==> config.mk <==
export PLATFORM = sky130hd
export DESIGN_NAME = logic_unit_arbiter
export DESIGN_NICKNAME = d
export VERILOG_FILES = /design/src/rtl/logic_unit_arbiter.sv
export SDC_FILE = /design/constraint.sdc
export NUM_CORES = 1
export LEC_CHECK = 0
export CAP_MARGIN = 20
export CORE_MARGIN = 5
export CORE_UTILIZATION = 42
export DETAILED_ROUTE_END_ITERATION = 10
export PLACE_DENSITY = 0.82
export SYNTH_ARGS = -nofsm -noshare
export SYNTH_HDL_FRONTEND = slang
export SYNTH_SLANG_ARGS = --single-unit
export TNS_END_PERCENT = 50
==> constraint.sdc <==
create_clock -name clk -period 2.3 [get_ports clk]
set_input_delay 0.69 -clock clk [delete_from_list [all_inputs] [get_ports clk]]
set_output_delay 0.69 -clock clk [all_outputs]
set_load 0.03 [all_outputs]
==> src/rtl/logic_unit_arbiter.sv <==
// logic_unit_arbiter: shares one registered bitwise-AND unit among N requesters.
// A three-state FSM (IDLE -> BUSY -> DONE) serves one requester per 3 cycles.
// Optional build macro LOGIC_ARB_FIXED_PRIO_EN: when defined, the lowest
// requesting index always wins and no rotation pointer exists; otherwise the
// winner is chosen round-robin starting from a pointer that advances past
// the last served requester.
module logic_unit_arbiter #(
  parameter int N = 4,
  parameter int W = 8
) (
  input  logic           clk,
  input  logic           rst,
  input  logic [N-1:0]   req,
  input  logic [N*W-1:0] a_bus,
  input  logic [N*W-1:0] b_bus,
  output logic [N-1:0]   grant,
  output logic [N-1:0]   ack,
  output logic [W-1:0]   result,
  output logic           busy
);

  localparam int IDX_W = (N > 1) ? $clog2(N) : 1;

  typedef enum logic [1:0] {
    IDLE = 2'b00,
    BUSY = 2'b01,
    DONE = 2'b10
  } state_t;

  state_t             state_q, state_d;
  logic [N-1:0]       grant_q, grant_d;
  logic [N-1:0]       ack_q, ack_d;
  logic [W-1:0]       result_q, result_d;
  logic [W-1:0]       a_q, a_d;
  logic [W-1:0]       b_q, b_d;
  logic [IDX_W-1:0]   win;

`ifdef LOGIC_ARB_FIXED_PRIO_EN
  // Lowest requesting index wins.
  function automatic logic [IDX_W-1:0] pick_fixed(input logic [N-1:0] r);
    logic [IDX_W-1:0] w;
    w = '0;
    for (int i = N - 1; i >= 0; i--) begin
      if (r[i]) w = IDX_W'(i);
    end
    return w;
  endfunction

  assign win = pick_fixed(req);
`else
  logic [IDX_W-1:0]   ptr_q, ptr_d;
  logic [IDX_W-1:0]   sel_q, sel_d;

  // First requester at or above the pointer wins, wrapping past N-1 to 0.
  function automatic logic [IDX_W-1:0] pick_rr(input logic [N-1:0]     r,
                                               input logic [IDX_W-1:0] p);
    logic [IDX_W-1:0] w;
    logic             found;
    int               j;
    w     = '0;
    found = 1'b0;
    for (int i = 0; i < N; i++) begin
      j = (int'(p) + i) % N;
      if (!found && r[IDX_W'(j)]) begin
        w     = IDX_W'(j);
        found = 1'b1;
      end
    end
    return w;
  endfunction

  assign win = pick_rr(req, ptr_q);
`endif

  // Next-state and datapath-register update for the IDLE/BUSY/DONE sequence.
  always_comb begin
    state_d  = state_q;
    grant_d  = grant_q;
    ack_d    = ack_q;
    result_d = result_q;
    a_d      = a_q;
    b_d      = b_q;
`ifndef LOGIC_ARB_FIXED_PRIO_EN
    ptr_d    = ptr_q;
    sel_d    = sel_q;
`endif
    case (state_q)
      IDLE: begin
        grant_d = '0;
        if (|req) begin
          a_d          = a_bus[int'(win)*W +: W];
          b_d          = b_bus[int'(win)*W +: W];
          grant_d[win] = 1'b1;
`ifndef LOGIC_ARB_FIXED_PRIO_EN
          sel_d        = win;
`endif
          state_d      = BUSY;
        end
      end
      BUSY: begin
        // Operands are already latched, so bus or req changes here are ignored.
        result_d = a_q & b_q;
        ack_d    = grant_q;
        state_d  = DONE;
      end
      DONE: begin
        ack_d   = '0;
        grant_d = '0;
`ifndef LOGIC_ARB_FIXED_PRIO_EN
        ptr_d   = (sel_q == IDX_W'(N - 1)) ? '0 : sel_q + 1'b1;
`endif
        state_d = IDLE;
      end
      default: begin
        ack_d   = '0;
        grant_d = '0;
        state_d = IDLE;
      end
    endcase
  end

  // State and registered outputs; reset abandons any operation in flight.
  always_ff @(posedge clk) begin
    if (rst) begin
      state_q  <= IDLE;
      grant_q  <= '0;
      ack_q    <= '0;
      result_q <= '0;
      a_q      <= '0;
      b_q      <= '0;
`ifndef LOGIC_ARB_FIXED_PRIO_EN
      ptr_q    <= '0;
      sel_q    <= '0;
`endif
    end else begin
      state_q  <= state_d;
      grant_q  <= grant_d;
      ack_q    <= ack_d;
      result_q <= result_d;
      a_q      <= a_d;
      b_q      <= b_d;
`ifndef LOGIC_ARB_FIXED_PRIO_EN
      ptr_q    <= ptr_d;
      sel_q    <= sel_d;
`endif
    end
  end

  assign grant  = grant_q;
  assign ack    = ack_q;
  assign result = result_q;
  assign busy   = (state_q != IDLE);

endmodule

# == Word level (Yosys, flattened, before mapping) ==
# Index checks and enable logic that the tools add are counted.
# classes
n_bitwise,1
muxes,27
add_sub_neg,4
eq_ne,4
n_reduce_logical,11
magnitude_cmp,6
n_shift,2
# op_table
op,n
32-bit by 6-bit variable part select with 8-bit output,2
"2-bit by 4-bit < comparator with 1-bit output, second input constant",4
4-bit one-hot mux with 2 select lines,2
1-bit 2-to-1 mux,12
2-bit 2-to-1 mux,6
8-bit AND,1
1-bit binary-select mux with 2-bit select,4
"2-bit by 1-bit adder with 2-bit output, second input constant",2
"2-bit adder, second input constant",2
"2-bit == test, second input constant",2
1-bit logical AND,4
4-bit 2-to-1 mux,1
2-bit one-hot mux with 2 select lines,1
4-bit OR reduction,1
1-bit logical NOT,3
"2-bit by 3-bit < comparator with 1-bit output, second input constant",1
1-bit demux with 2-bit select,1
"2-bit by 1-bit == test with 1-bit output, second input constant",1
"2-bit by 1-bit >= comparator with 1-bit output, second input constant",1
2-bit logical NOT,1
"2-bit inequality test, second input constant",1
2-bit AND reduction,1
2-bit nonzero test,1
# totals
ff_bits,38
output_inout_bits,17
word_cells,63

# == Depth between registers and ports, before layout ==
# Gate-level depths: netlist of run 1.
# logic_depth
depth_word,19
ltp_mapped,8

# == Worst setup path after synthesis of run 1 ==
# Ideal clock, no wire load.
# synth_timing
kind,input-to-reg
startpoint,in req[0]
endpoint,reg a_q[5]
path_buffers,2
t_arrival_ns,1.815
slack_ns,0.394
required_ns,2.209
cell_stages,7
cell_sequence,buf_4 -> mux2i_1 -> nor2_1 -> a211oi_4 -> buf_6 -> nand3_1 -> a311oi_1
# synth_between
elab_chain_cells,14
word_cells_on_any_way,28
cone_classes,1 x shift; 19 x mux; 8 x reduce/logical
# synth_lines
item,line,rtl
start: declaration,13,"input logic [N-1:0] req,"
1-bit binary-select mux with 2-bit select,64,if (!found && r[IDX_W'(j)]) begin
1-bit 2-to-1 mux (not written as such) (2 in a row),64,
1-bit 2-to-1 mux,64,
1-bit logical NOT,64,
1-bit logical AND,64,
1-bit 2-to-1 mux,64,
1-bit logical NOT,64,
1-bit logical AND,64,
1-bit 2-to-1 mux,64,
1-bit logical NOT,64,
1-bit logical AND,64,
2-bit 2-to-1 mux,64,
32-bit by 6-bit variable part select with 8-bit output,91,a_d = a_bus[int'(win)*W +: W];
end signal: assignment,129,a_q <= '0;
end signal: assignment,140,a_q <= a_d;
end: declaration,34,"logic [W-1:0] a_q, a_d;"
# Parallel ways exist; a longest one is shown, timed or not. The select of a mux whose other input is x is not followed.
# A chain may end at the register's enable or synchronous reset.

# == Final worst setup path of run 1 ==
# layout_timing
startpoint,in req[2]
endpoint,reg a_q[3]
# The elaborated chain is that of the path after synthesis.

==> results of run 1 <==
-- power groups by stage --
stage | Clock, mW | Combinational (mW) | Sequential (mW)
after detailed placement | 0 | 0.485 | 0.761
after floorplan | 0 | 0.247 | 0.766
after global routing | 0.479 | 0.542 | 0.755
after global placement | 0 | 0.472 | 0.761
after CTS | 0.443 | 0.488 | 0.748
final | 0.438 | 0.507 | 0.749
-- cells in the mapped netlist (all sizes together) (8+ instances only) --
master,n
clkbuf,8
mux2i,8
nor2,26
a21oi,14
dfxtp,38
nand2,14
a221oi,15
buf,13
a311oi,15
nand3,40
-- worst max-delay path: cells and delay by family --
kind / cells / cell delay, ps
simple gates: 3 / 670
buf+inv: 1 / 560
compound gates: 2 / 470
-- state kept, by name, summed over array words and instances (netlist names) --
name,count
a_q,8
b_q,8
result,8
ack,4
grant,4
ptr_q,2
sel_q,2
state_q,2
-- through the flow --
stage / power [mW] / setup WS, ps
global placement: 1.233 / -203.4
detailed placement: 1.246 / -298.6
global route: 1.776 / 10.65
floorplan: 1.013 / 393.9
CTS: 1.679 / 13.08
finish: 1.695 / 59.17
-- cells by family after synthesis --
logic type	count (synthesis)	share of synthesized area (%)
simple gates	98	24.23
compound gates	61	25.13
flops	38	39.07
buf+inv	22	6.812
mux	8	4.113
fa+ha+maj	1	0.6426
-- layout by cell type (no fill, tap or decap), types with 2 or more instances in the layout --
master / n
sky130_fd_sc_hd__a311oi_1: 15
sky130_fd_sc_hd__or3_1: 4
sky130_fd_sc_hd__buf_4: 16
sky130_fd_sc_hd__nand2b_1: 3
sky130_fd_sc_hd__dlymetal6s2s_1: 2
sky130_fd_sc_hd__nor2_1: 23
sky130_fd_sc_hd__clkdlybuf4s50_1: 84
sky130_fd_sc_hd__o21bai_1: 2
sky130_fd_sc_hd__a221oi_1: 15
sky130_fd_sc_hd__nor2_4: 2
sky130_fd_sc_hd__mux2i_1: 8
sky130_fd_sc_hd__nor3_1: 4
sky130_fd_sc_hd__nand3_1: 40
sky130_fd_sc_hd__clkbuf_8: 6
sky130_fd_sc_hd__or2_4: 2
sky130_fd_sc_hd__nor2b_1: 3
sky130_fd_sc_hd__nand2_1: 14
sky130_fd_sc_hd__buf_12: 3
sky130_fd_sc_hd__a22o_1: 3
sky130_fd_sc_hd__a21oi_1: 13
sky130_fd_sc_hd__dfxtp_1: 38
-- worst max path at each step --
stage                         to  cells past startpoint  slack [ps]
after global placement    a_q[6]                      6        -200
after floorplan           a_q[5]                      7         390
after CTS                 a_q[2]                      6          10
after global routing      b_q[2]                      7          10
after detailed placement  a_q[6]                      6        -300
final                     a_q[3]                      6          60
-- cell type report --
type | count | area share (%)
Tap cell | 52 | 2.129
Timing Repair Buffer | 105 | 34.22
Multi-Input combinational cell | 170 | 35.94
Clock buffer | 6 | 2.702
Sequential cell | 38 | 24.89
Inverter | 1 | 0.1228
-- metal layers --
layer  vias to the layer above  GRT usage (%)  part of all wire (%)
met5                         -              0                     0
met3                        16          6.064                   8.9
met2                       110          34.19                    48
met1                       988          24.31                    40
met4                         0          7.264                   2.1
li1                       1048              -                     -
==> summary by stage, run 1 <==
Outcome
The flow ran to the end, and the final reports show no timing, DRC or antenna violations.

Routing
The average wire per cell in the routed design is 17.92 µm. In this run the remaining antenna-violating nets after routing total 0. Before antenna repair, the detailed router went through 4 iterations. After the first detailed-routing iteration, the DRC count stood at ~170. Summed over all layers, the routed wires come to approximately 6700 µm. The detailed-route via count is 2162. The detail-routed via count per cell is approximately 5.8. In the routed design, unresolved DRC markers number 0.

Timing
Summed over all failing endpoints, the final setup total negative slack is 0 ps. The final count of negative-setup-slack endpoints is 0. The pin slew with the least headroom to its limit is around 670 ps. The worst hold slack is around 450 ps. Setup repair after global routing left no endpoint under its margin. The final-report hold violation count was 0. On the final layout, the worst clock skew is approximately 4.4 ps. The max-slew violation count was 0. The final worst-path cycle share is a little over nine tenths. The worst pin sits at a relative slew slack of a little under three fifths. Based on the critical path, the design can be clocked at up to roughly 0.45 GHz. Subtracting the final worst setup slack from the clock period gives around 2200 ps.

Yosys
In this run, synthesis inferred 0 flip-flops with an integrated enable. Averaged over all synthesized cells, the footprint is roughly 8.5 µm². Counting flops and latches in the post-synthesis netlist gives 38. The synthesized design devotes to its leading area cell type between 30% and 40% of total area. For this run, the leading register cell type out of synthesis is sky130_fd_sc_hd__dfxtp_1. The number of instances in the synthesized netlist is 228. The post-synthesis instance area is between 1500 and 2000 µm². By area the synthesized netlist is led by sky130_fd_sc_hd__dfxtp_1 39%, sky130_fd_sc_hd__nand3_1 10%, sky130_fd_sc_hd__a221oi_1 6.7%. The share of the Yosys chip area taken by registers is between 30% and 40%. Of all cell types, the one taking the most synthesized area is sky130_fd_sc_hd__dfxtp_1. Of all flip-flops after synthesis, the portion carrying an async set or reset was 0%. The Yosys step of the flow raised 0 warnings.

The synthesized netlist net count is between 200 and 300. The number of distinct library cells after synthesis is 36.

Critical path
The beginning of the worst register-to-register path is ptr_q[1]. The slowest stage of the critical path belongs to the cell sky130_fd_sc_hd__clkdlybuf4s50_1. The nature of the critical path startpoint is an input pin. The kind of critical path is input pin to flip-flop. For the worst setup path, the data arrival time is about 2400 ps.

The delay of the slowest cell on the worst path is between 500 and 600 ps. The worst setup slack for register-to-register paths is approximately 470 ps. The worst endpoint required time is 2450 ps. The critical path starts at req[2].

The capturing element type of the critical path is a flip-flop. Of all nets on the critical path, the largest fanout is 6. The number of cells on the worst reg-to-reg path is 6. The critical path goes through clkdlybuf4s50_1 > or3_1 > nor2_4 > or2_2 > a221oi_1 > a311oi_1. The worst reg2reg path endpoint is a_q[0].

Floorplan
For this design the top-level I/O count stands at 87. The die is around 78 µm tall. The row count is 24.

The overall die area is about 6100 µm². The core region is approximately 4400 µm². Measured along the x axis, the die boundary spans between 70 and 80 µm. The effective utilization at floorplan is around 44%.

Layout
From synthesis to final layout, the design area changed by 57.01%. The post-route cell area is between 3000 and 4000 µm². The share of post-route cells with drive strength above 1 is 11.56%.

The final core utilization is between 60% and 70%. The number of nets in the layout is between 300 and 400. In the final layout, the multi-input gates occupy around 1100 µm². The number of fillers in the final layout is 369. 0 antenna diodes ended up in the layout. The sequential cells in the finished layout cover a total of about 760 µm².

The number of non-filler instances in the completed layout is ~370.

Clock tree
The cts-stage hold buffer count is 0. Clock tree synthesis selected as its root buffer the cell sky130_fd_sc_hd__clkbuf_8. The number of clock buffers inserted by TritonCTS is 5. The sink count of the clock tree is 38.

CTS built an H-tree with a depth of 2. Buffers added to address setup during post-CTS repair amount to 0. The CTS tree is yes. Clock-pin slew was measured on the worst setup and hold paths at approximately 70 ps. In this run, post-CTS repair resized a total of 0 instances. The clock network latency to the later pin of the worst-skew pair is 280 ps. The buffer depth of the longest clock path is 2.

GRT
The number of antenna violations at the first check in global routing is 0. The total congestion overflow after global routing is 0. The wire length of the first global-routing pass is a little under 10000 µm. The pin count of the biggest net entering global routing is 28.

Across every metal layer, demand over resource in global routing totals 20.26%. The via count of the first global-routing pass was 2092.

Placed design
The sum of net half-perimeters after detailed placement is ~5000 µm. The congestion estimate from routability-driven global placement came to 0.8193. Input and output buffers added on the ports amount to between 80 and 90. The placed instances occupy a cell area of 2924 µm². After detailed placement, the design holds a cell count of about 360.

Power and ir drop
Of the total power, the share spent switching nets is about 29%. Per report_power, the clock group accounts for about 26% of the total. For this design the static power due to leakage is roughly 1.1 nW. The maximum vdd ir drop is roughly 0.27 mV. The internal portion of the total power is 1.204 mW. In this run, flip-flops and latches consume approximately 44% of the power. The net switching power is between 0.4 and 0.5 mW.

The power per standard cell area is ~550 nW/µm². Combinational logic burns approximately 30% of the power.

Min path
The worst hold path passes through 2 cells. The endpoint of the worst hold-timing path is result[1]. The min-delay analysis places its worst path in the category flip-flop to flip-flop.

The launch instance of the worst min-delay path is result[1].

Flow run
The tool flagged a number of max-cap violations equal to 0.
No activity file was read; power rests on OpenSTA's default activity.
==> run 2, diff against run 1 <==
--- a/config.mk
+++ b/config.mk
@@ -5,11 +5,10 @@
 export SDC_FILE = /design/constraint.sdc
 export NUM_CORES = 1
 export LEC_CHECK = 0
-export CAP_MARGIN = 20
 export CORE_MARGIN = 5
-export CORE_UTILIZATION = 42
+export CORE_UTILIZATION = 38
 export DETAILED_ROUTE_END_ITERATION = 10
-export PLACE_DENSITY = 0.82
+export PLACE_DENSITY_LB_ADDON = 0.25
 export SYNTH_ARGS = -nofsm -noshare
 export SYNTH_HDL_FRONTEND = slang
 export SYNTH_SLANG_ARGS = --single-unit
==> constraint.sdc (replaced) <==
create_clock -name clk -period 1.8 [get_ports clk]
set_input_delay 0.54 -clock clk [delete_from_list [all_inputs] [get_ports clk]]
set_output_delay 0.54 -clock clk [all_outputs]
set_load 0.03 [all_outputs]
==> run 2 against run 1 <==
- clock skew increased by 2.0 ps
- non-clock buffer count increased by 7
- count of clock-buffer cells in the layout increased by 1
- register-to-register slack got worse by 420 ps
- die area increased by 9.1%
- critical path depth increased by 1
- sequential power increased by 28%
- setup slack got worse by 8.0 ps
- first-iteration DRC count decreased by 6.0%
- critical path type is now flip-flop to flip-flop
==> summary by stage, run 2 (synthesis gave the netlist of run 1 again) <==
GRT
The wire length of the first global-routing pass is 10560 µm (+6.5%). The global-route usage over all layers is 20.78% (+0.51 points). The number of antenna violations at the first check in global routing is 0 (unchanged). The via count of the first global-routing pass is 2159 (+3.2%). The total congestion overflow after global routing is 0 (unchanged). The pin count of the biggest net entering global routing was 27 (-3.6%).

Layout
The post-route cell area is 3277 µm² (+7.2%). The final core utilization is 64.99% (-4.3 points). The top cell types in the final layout, fill and taps aside, are 65 x sky130_fd_sc_hd__clkdlybuf4s50_1, 40 x sky130_fd_sc_hd__nand3_1, 36 x sky130_fd_sc_hd__dfxtp_1. The share of post-route cells with drive strength above 1 is 20.06% (+8.5 points). The number of fillers in the final layout is 422 (+14%). The most common library cell in the layout ignoring fill and taps is sky130_fd_sc_hd__clkdlybuf4s50_1. The number of antenna repair diodes was 0 (unchanged). The number of non-filler instances in the completed layout is 399 (+7.3%). The area added between synthesis and finish is 68.32%. The number of nets in the layout is 399 (+1.8%).

Clock tree
The clock transition time at the flip-flop clock pins of the worst setup and hold paths is 80 ps (about the same). The cts-stage hold buffer count came to 0 (unchanged). TritonCTS built the clock tree.

The clock network latency to the later pin of the worst-skew pair is 290 ps (about the same). The tree is rooted in a sky130_fd_sc_hd__clkbuf_8. The sink count of the clock tree is 38 (unchanged). The buffer depth of the longest clock path is 2 (unchanged).

The total number of H-tree levels is 2 (unchanged). The number of clock buffers inserted by TritonCTS came to 5 (unchanged).

Timing
The worst slew slack as a fraction of its limit is 70.64% (+15 points). The shortest period the worst path allows is approximately 1700 ps. The final worst-path cycle share is a little over nine tenths.

The worst hold slack is 447.5 ps (-3.164 ps). The max-slew violation count came to 0 (unchanged). Derived from the worst setup path, the maximum achievable clock frequency is ~0.57 GHz. The final count of negative-setup-slack endpoints is 0 (unchanged). The setup TNS came to 0 ps (unchanged). The maximum clock skew at final layout is 6.485 ps (+2.046 ps).

The pin slew with the least headroom to its limit is 439.4 ps (-232.0 ps). The final-report hold violation count was 0 (unchanged).

Routing
The starting DRC count in detailed routing is 156 (-6.0%). The DRC violations left came to 0 (unchanged). The number of search-and-repair iterations in the first detailed-routing pass is 4 (unchanged). The detailed-route via count came to 2176 (+0.65%). The post-route antenna net violation count came to 0 (unchanged).

The detail-routed via count per cell is 5.454 (-6.2%). The average wire per cell in the routed design was 17.37 µm (-3.1%). The sum of routed wire length over all layers is 6930 µm (+4.0%).

Power and ir drop
The proportion of power drawn by combinational gates is 32.1% (+2.2 points). The maximum vdd ir drop was 0.3564 mV (+30%). The power per standard cell area is 701.8 nW/µm² (+27%).

The sequential cell fraction of total power is 41.6% (-2.6 points). The fraction of power spent switching nets is 30.24% (+1.3 points). The standby leakage power is 1.284 nW (+13%).

The net switching power was 0.6953 mW (+42%). The internal power of the cells was 1.604 mW (+33%). The clock share of power was 26.3% (+0.4 points).

Floorplan
The total I/O pin count is 87 (unchanged). The die extent in x is 81.58 µm (+4.5%). The vertical die dimension is 81.58 µm (+4.5%).

The effective utilization at floorplan is 38.61% (-5.5 points). The placeable core region is 5042 µm² (+14%). The overall die area came to 6654 µm² (+9.1%).

The row count came to 26 (+8.3%).

Placed design
The area after detailed placement is 2944 µm² (+0.68%). The final weighted congestion in routability-driven placement is 0.7958 (-2.9%). The sum of net half-perimeters after detailed placement came to 4703 µm (-3.3%).

The count of input and output buffers is 86 (unchanged). The placed cell count is 382 (+4.9%).

Critical path
The critical path data arrival time is 1910 ps (-480 ps). The worst setup path is captured at a flip-flop. The number of cells on the worst reg-to-reg path is 7 (+1). The critical path is of the flip-flop to flip-flop type. The worst setup path is launched from a flip-flop. The worst setup slack for register-to-register paths is 50 ps (-420 ps).

The worst endpoint required time is 1960 ps (-490 ps). The maximum fanout encountered on the critical timing path came to 17 (+11).

Flow run
The max-cap violation count is 0 (unchanged).

Min path
The hold-critical path depth is 2 (unchanged). In this run the worst hold path is classified as flip-flop to flip-flop.

Outcome
The flow ran to the end, and the final reports show no timing, DRC or antenna violations.
-- run 2: layer usage --
layer  share of wire, %  wire length, µm  GRT usage (%)
met1                 42             2905          27.38
met2                 47             3281          32.49
met3                8.1              559          4.715
met4                2.7              184          8.970
met5                  0                0              0
-- run 2: final cells by class --
class / count / area (µm²) / share of cell area, %
Multi-Input combinational cell: 170 / 1217 / 37.15
Inverter: 1 / 3.754 / 0.1145
Clock buffer: 7 / 86.33 / 2.635
Sequential cell: 38 / 765.7 / 23.37
Clock inverter: 1 / 5.005 / 0.1527
Tap cell: 70 / 87.58 / 2.673
Timing Repair Buffer: 112 / 1111 / 33.91
-- run 2: power by group through the flow --
stage / combinational, mW / clock (mW) / sequential (mW)
CTS: 0.708 / 0.610 / 0.954
detailed placement: 0.621 / 0 / 0.974
floorplan: 0.315 / 0 / 0.979
finish: 0.739 / 0.604 / 0.957
global route: 0.787 / 0.647 / 0.964
global placement: 0.612 / 0 / 0.972
-- run 2: worst paths after layout --
path                                 from   endpoint
worst min-delay path            result[5]  result[5]
worst max register to register   ptr_q[1]     a_q[0]
worst max-delay path             ptr_q[1]     a_q[0]
worst min register to register  result[5]  result[5]
-- run 2: worst max-delay path: stages (launching register included) --
cell and delay (ps):
sky130_fd_sc_hd__dfxtp_4 410, sky130_fd_sc_hd__mux2i_4 250, sky130_fd_sc_hd__nor2_2 80, sky130_fd_sc_hd__buf_4 140
sky130_fd_sc_hd__a211o_1 250, sky130_fd_sc_hd__buf_12 160, sky130_fd_sc_hd__mux2i_1 170, sky130_fd_sc_hd__o221ai_1 150
-- run 2: timing repair --
| item | 4_1_cts | 5_1_grt |
|---|---|---|
| gates cloned | 4 | 0 |
| buffers inserted | 4 | 1 |
| gates resized for setup | 49 | 12 |
| pin swaps | 6 | 1 |
| endpoints found under the setup margin | 39 | 16 |
| endpoints found under the hold margin | 0 | 0 |
-- run 2: per-stage QoR --
step | total power [mW] | worst slack [ps]
finish | 2.300 | 51.18
global route | 2.399 | -31.88
CTS | 2.271 | 46.29
detailed placement | 1.595 | -606.1
global placement | 1.584 | -550.4
floorplan | 1.294 | 33.75
